## src/rtl/mode_timeout_timer.sv

```systemverilog
// Mode-gated seconds timeout with pause/restart, 1 Hz tick, expiry strobe and expiry level.
// Only counts while the game mode is in ACTIVE_MASK; optionally reloads to give a periodic pulse.
module mode_timeout_timer #(
  parameter int unsigned               MODE_W      = 3,
  parameter logic [2**MODE_W-1:0]      ACTIVE_MASK = 8'b0010_0101,
  parameter int unsigned               CLK_HZ      = 50_000_000,
  parameter int unsigned               TIMEOUT_S   = 3,
  parameter int unsigned               SEC_W       = 8,
  parameter bit                        AUTO_RELOAD = 1'b0
) (
  input  logic              clk,
  input  logic              rst,
  input  logic [MODE_W-1:0] M,
  input  logic              pause,
  input  logic              restart,
  output logic              C,
  output logic              C_pulse,
  output logic              tick_1hz,
  output logic [SEC_W-1:0]  secs_left,
  output logic              running
);

  localparam int unsigned CNT_W = (CLK_HZ > 1) ? $clog2(CLK_HZ) : 1;
  localparam logic [CNT_W-1:0] CNT_MAX   = CNT_W'(CLK_HZ - 1);
  localparam logic [SEC_W-1:0] SECS_INIT = SEC_W'(TIMEOUT_S);

  if (CLK_HZ < 2) begin : g_bad_clk_hz
    $error("mode_timeout_timer: CLK_HZ must be >= 2");
  end
  if (TIMEOUT_S < 1) begin : g_bad_timeout
    $error("mode_timeout_timer: TIMEOUT_S must be >= 1");
  end
  if ((SEC_W < 32) && (TIMEOUT_S >= (64'd1 << SEC_W))) begin : g_bad_sec_w
    $error("mode_timeout_timer: TIMEOUT_S does not fit in SEC_W bits");
  end

  typedef enum logic [1:0] {
    StIdle,
    StRun,
    StHold,
    StExpired
  } state_e;

  state_e           state_q, state_d;
  logic [CNT_W-1:0] cnt_q, cnt_d;
  logic [SEC_W-1:0] secs_q, secs_d;
  logic             c_q, c_d;
  logic             pulse_q, pulse_d;
  logic             tick_q, tick_d;
  logic             running_q, running_d;
  logic             active;
  logic             wrap;

  assign active = ACTIVE_MASK[M];
  assign wrap   = (cnt_q == CNT_MAX);

  // Priority: inactive mode, then restart, then per-state counting; pause only picks next state.
  always_comb begin
    state_d = state_q;
    cnt_d   = cnt_q;
    secs_d  = secs_q;
    c_d     = 1'b0;
    pulse_d = 1'b0;
    tick_d  = 1'b0;

    if (!active) begin
      state_d = StIdle;
      cnt_d   = '0;
      secs_d  = SECS_INIT;
    end else if (restart) begin
      cnt_d   = '0;
      secs_d  = SECS_INIT;
      state_d = pause ? StHold : StRun;
    end else begin
      unique case (state_q)
        StIdle: begin
          cnt_d   = '0;
          secs_d  = SECS_INIT;
          state_d = pause ? StHold : StRun;
        end
        StRun: begin
          state_d = pause ? StHold : StRun;
          if (wrap) begin
            cnt_d  = '0;
            tick_d = 1'b1;
            if (secs_q == SEC_W'(1)) begin
              pulse_d = 1'b1;
              c_d     = 1'b1;
              if (AUTO_RELOAD) begin
                secs_d = SECS_INIT;
              end else begin
                secs_d  = '0;
                state_d = StExpired;
              end
            end else begin
              secs_d = secs_q - SEC_W'(1);
            end
          end else begin
            cnt_d = cnt_q + CNT_W'(1);
          end
        end
        StHold: begin
          if (!pause) state_d = StRun;
        end
        StExpired: begin
          c_d    = 1'b1;
          secs_d = '0;
        end
        default: state_d = StIdle;
      endcase
    end

    running_d = (state_d == StRun);
  end

  always_ff @(posedge clk or posedge rst) begin
    if (rst) begin
      state_q   <= StIdle;
      cnt_q     <= '0;
      secs_q    <= SECS_INIT;
      c_q       <= 1'b0;
      pulse_q   <= 1'b0;
      tick_q    <= 1'b0;
      running_q <= 1'b0;
    end else begin
      state_q   <= state_d;
      cnt_q     <= cnt_d;
      secs_q    <= secs_d;
      c_q       <= c_d;
      pulse_q   <= pulse_d;
      tick_q    <= tick_d;
      running_q <= running_d;
    end
  end

  assign C         = c_q;
  assign C_pulse   = pulse_q;
  assign tick_1hz  = tick_q;
  assign secs_left = secs_q;
  assign running   = running_q;

endmodule

```

## config.mk

```make
export PLATFORM = sky130hd
export DESIGN_NAME = mode_timeout_timer
export DESIGN_NICKNAME = d
export VERILOG_FILES = /design/src/rtl/mode_timeout_timer.sv
export SDC_FILE = /design/constraint.sdc
export NUM_CORES = 1
export LEC_CHECK = 0
export ABC_AREA = 1
export BUFFER_PORTS_ARGS = -buffer_cell sky130_fd_sc_hd__buf_2
export CAP_MARGIN = 25
export CORE_ASPECT_RATIO = 1.25
export CORE_MARGIN = 4
export CORE_UTILIZATION = 50
export DETAILED_ROUTE_END_ITERATION = 10
export PLACE_DENSITY = 0.73
export SYNTH_ARGS = -nofsm -noshare
export SYNTH_HDL_FRONTEND = slang
export SYNTH_SLANG_ARGS = --single-unit
```

## constraint.sdc

```tcl
create_clock -name clk -period 2.9 [get_ports clk]
set_clock_uncertainty 0.1 [all_clocks]
set_input_delay 0 -clock clk [delete_from_list [all_inputs] [get_ports clk]]
set_output_delay 0 -clock clk [all_outputs]
set_load 0.03 [all_outputs]
```

=== Word-level counts from Yosys, hierarchy flattened ===
Memory sizes are Yosys's and may differ from the RTL's.
Cells that the tools add are included.

* Bits in writable memories: 0
* Memory bits (read-only): 8
* Memories kept: 1
* Bits in registers: 40
* Output and inout port bits: 12
* Input port bits: 7
* Latch bits: 0
* Word-level logic and storage cells: 51

{| class="wikitable"
|+ Memories
! name !! depth !! bits a word !! read ports !! clocked after memory_dff !! wr ports !! line !! source
|-
| (name not given) || 8 || 1 || 1 || 0 || 0 || 54 || <nowiki>assign active = ACTIVE_MASK[M];</nowiki>
|}

* Multiplexer cells: 29
* Multipliers: 0
* Div/mod/pow operators: 0
* Reduce and logical (&&, ||, !) cells: 2
* Shift-type cells: 0
* Add/sub/neg operators: 2
* Order comparisons: 1
* Eq/ne operators: 9
* Bitwise operators: 0

{| class="wikitable"
|+ Operators with widths
! cell !! number
|-
| 2-to-1 mux 26 bit || 3
|-
| case mux 26 bit (2 select lines) || 1
|-
| 2-to-1 mux 8 bit || 4
|-
| adder 26 x 1 -> 26 bit, second input constant || 1
|-
| equality test 26 bit, second input constant || 1
|-
| case mux 8 bit (3 select lines) || 1
|-
| 2-to-1 mux 1 bit || 12
|-
| 2-to-1 mux 2 bit || 6
|-
| equality test 8 x 1 -> 1 bit, second input constant || 1
|-
| subtractor 8 x 1 -> 8 bit, second input constant || 1
|-
| case mux 2 bit (3 select lines) || 1
|-
| != test 5 x 2 -> 1 bit, second input constant || 1
|-
| equality test 2 x 1 -> 1 bit, second input constant || 2
|-
| equality test 2 bit, second input constant || 2
|-
| < comparator 3 x 4 -> 1 bit, second input constant || 1
|-
| != test 4 x 2 -> 1 bit, second input constant || 1
|-
| != test 4 bit, second input constant || 1
|-
| zero test 2 bit || 1
|-
| case mux 1 bit (2 select lines) || 1
|-
| AND reduction 2 bit || 1
|}

=== Longest topological paths before layout ===
* Word-level depth: 7
* Gate-level depth with buffers: 12
* Mapped depth without buffers: 11

=== Least setup slack after synthesis ===
Ideal clock, no wire load.

* Path kind: register -> register
* From: register secs_q[0], in the netlist secs_left[0]
* To: register secs_q[4], in the netlist secs_left[4]
* Setup time: 118 ps
* Path slack: 1241 ps
* Buffers on the path: 0
* Stages on the path, launching flop included: 10
* Arrival: 1442 ps
* Data required time: 2682 ps
* Period minus slack after synthesis: 1659 ps
* Cell sequence: dfstp_2 inv_1 ha_1 nand2_1 xor2_1 inv_1 nand3_1 nor2_1 nand3_1 nand2_1

* Cells in the longest elaborated chain, start to end: 6
* Elaborated cells on any way between the ends: 7
* Those cells by class: add/sub: 1; eq/ne: 1; mux: 5

{| class="wikitable"
|+ RTL lines
! item !! line !! source
|-
| start, declared || 46 || <nowiki>logic [SEC_W-1:0] secs_q, secs_d;</nowiki>
|-
| start signal, assigned || 128 || <nowiki>secs_q <= secs_d;</nowiki>
|-
| subtractor 8 x 1 -> 8 bit or equality test 8 x 1 -> 1 bit (tied branches) || 96, 86 ||
|-
| 2-to-1 mux 8 bit (*) || 86 || <nowiki>if (secs_q == SEC_W'(1)) begin</nowiki>
|-
| 2-to-1 mux 8 bit (*) || 83 || <nowiki>if (wrap) begin</nowiki>
|-
| case mux 8 bit (3 select lines) (*) || 75 || <nowiki>unique case (state_q)</nowiki>
|-
| 2-to-1 mux 8 bit (*) || 70 || <nowiki>end else if (restart) begin</nowiki>
|-
| 2-to-1 mux 8 bit (*) || 66 || <nowiki>if (!active) begin</nowiki>
|}

Mark *: on every way between the ends. The rest lies on a longest branch, timed or not. The select of a mux whose other input is x is not followed.
A chain may end at the register's enable or synchronous reset.

=== Final worst setup path ===
* From: register cnt_q[0]
* To: register cnt_q[18]

* Cells in the longest elaborated chain, start to end: 5
* Elaborated cells on any way between the ends: 6
* Those cells by class: add/sub: 1; eq/ne: 1; mux: 4

{| class="wikitable"
|+ RTL lines
! item !! line !! source
|-
| start, declared || 45 || <nowiki>logic [CNT_W-1:0] cnt_q, cnt_d;</nowiki>
|-
| start signal, assigned || 127 || <nowiki>cnt_q <= cnt_d;</nowiki>
|-
| adder 26 x 1 -> 26 bit or equality test 26 bit (tied branches) || 99, 55 ||
|-
| 2-to-1 mux 26 bit (*) || 83 ||
|-
| case mux 26 bit (2 select lines) (*) || 75 ||
|-
| 2-to-1 mux 26 bit (*) || 70 ||
|-
| 2-to-1 mux 26 bit (*) || 66 ||
|}

Mark *: on every way between the ends. The rest lies on a longest branch, timed or not.

==> reports/results.tsv <==
metric	value	unit
status	completed	
synth_fp_nets	361	
synth_top_area_share	38.4	%
slowest_delay	0.39	ns
grt_pass1_vias	2291	
setup_viol	0	
layout_common_cells	nand2_1 (88), nor2_1 (54), inv_1 (48), dfrtp_1 (38), nand3_1 (28)	
slowest_stage	dfrtp_1	
die_h	86.7	um
clk_root_buffer_cell	clkbuf_8	
netlist_top_cells_area	dfrtp_1 (38%), nand2_1 (13%), nor2_1 (8.2%)	
final_core_util	58.1	%
cts_tree	built	
fmax	555	MHz
drive_above_1_share	14.3	%
crit_path_max_fanout	4	
worst_slew_pin_slew	0.517	ns
finalSetupTns	0	ns
clk_pin_slew_worst_paths	0.08	ns
die-area	6150	um^2
drt_iter0_markers	114	
yosysWarnings	0	
finalCriticalPeriod	1.80	ns
multiInputGateArea	1230	um^2
detail-route-antenna-nets	0	
nNetsFinal	386	
worst_ep_arrival_time	1.92	ns
rsz0062_at_grt	false	
syn-cell-area	2470	um^2
ys_seq_area_share	40.5	%
nFillCells	487	
ys_seq_elements	40	
final_hold_viol_count	0	
io_buffers	18	
area_growth	11.9	%
cts_setup_buffers	0	
max_cap_violations	0	
p_leak	1.35	nW
final_common_cell	nand2_1	
grt_use_total	20.1	%
regArea	1000	um^2
end_kind	register	
fin_crit_sh	62.1	%
crit_chain	ha_1, nand2_1, nor2_2, nand2_1, nor2_4, nand2_2, nor2_2, nand2_1, nand2_1, nand2_1, nor2_1	
clock-sinks	40	
worst_setup_path_start_kind	register	
gp_congestion	0.918	
hp-class	in -> reg	
antenna_found_initial	0	
cts_buffer_depth	2	
ys_types	29	
cp_data_required_time	3.02	ns
drc	0	
h-tree-depth	2	
routed_wl	5530	um
die_width	70.9	um
start_util	51.9	%
path_class	reg -> reg	
hpwl	4150	um
crit_top_cell	nand2_1	
p_per_area	410	nW/um^2
grt_max_degree	41	
holdBufCountCts	3	
num_rows	28	
dr.pass1.iters	5	
yosys.area.top_type	dfrtp_1	
pin_count	19	
finalMaxSlewViolations	0	
synth_area_per_cell	7.05	um^2
vias	2290	
numCtsBuffers	5	
ff2ff_setup_slack	1.10	ns
clock_latency	0.29	ns
max-vdd-ir-drop	0.243	mV
avgRoutedWirePerCell	12.7	um
grt_pass1_wl	9920	um
syn_inst	351	
vias_per_cell	5.24	
slew_headroom	65.5	%
overflow	0	
core-area	4760	um^2
antenna_cells	0	
post_cts_resized	0	
flip-flops by register name, indices dropped and copies added, names as in the netlist:
signal,count
C,1
C_pulse,1
tick_1hz,1
secs_left,8
state_q,2
cnt_q,26
running,1
Yosys cell counts:
master    instances
buf_8             1
nand4_1           9
o21bai_1          1
nand2_4           3
xnor2_1           1
buf_4             2
o21ai_1           4
nand3_2           1
buf_2             1
dfrtp_1          38
ha_1              3
nand3_1          28
nor4_1            1
o21ai_0          11
inv_2             4
xor2_1            3
inv_1            48
nor3_2            1
nor2_1           54
o211a_1           1
nand3_4           1
nor3_1           15
nor2_2            5
nand2_1          88
a21oi_1          15
inv_4             1
dfstp_2           2
nand2_2           4
nor2_4            5
report_power, final:
group,internal (mW),switching (mW)
registers,0.562,0.00304
clock network,0.304,0.199
logic,0.0176,0.0484
final timing paths:
check / start / cells after the start / endpoint
max in group asynchronous: rst / 4 / secs_left[1]
min in group asynchronous: rst / 4 / cnt_q[15]
worst max register to register: cnt_q[0] / 11 / cnt_q[18]
worst min register to register: cnt_q[1] / 2 / cnt_q[1]
worst min-delay path: M[1] / 6 / secs_left[6]
worst max-delay path: cnt_q[0] / 11 / cnt_q[18]
metrics by stage:
stage	instances	hold WS, ns	instance area [um^2]	worst slack [ns]	total power [mW]
final	437	0.135	2770	1.10	1.13
after global routing	437	0.209	2770	0.904	1.18
after CTS	437	0.126	2770	1.10	1.15
after detailed placement	426	0.0551	2610	1.12	0.640
after global placement	426	0.0486	2610	1.17	0.640
after floorplan	351	0.0622	2470	1.24	0.623
per-layer routing:
layer	track usage, %	part of all wire, %	vias to the layer above
met1	23.4	41	1057
li1	-	-	1155
met3	3.60	4.9	11
met4	7.86	2.0	0
met2	36.3	52	67
met5	0	0	-
critical path, delay by kind of cell (launching register included):
family,cells,cell delay [ns]
and+or+nand+nor,10,1.05
DFF,1,0.39
adders and majority gates,1,0.20
layout make-up:
type                    instances  share of cell area [%]
well taps                      60                    2.71
repair buffers                 22                    4.61
inverters                      53                    7.28
clock inverters                 1                    1.08
multi-input cells             254                    44.6
clock buffers                   7                    3.48
flip-flops and latches         40                    36.2
cell families after synthesis:
kind of cell               synth area share [%]
adders and majority gates                  1.52
buffers and inverters                      9.55
and+or+nand+nor                            40.2
AOI/OAI and AO/OA                          6.77
xor gates and xnor gates                   1.42
DFF                                        40.5
Note: power is estimated with default switching activity, not from simulation.
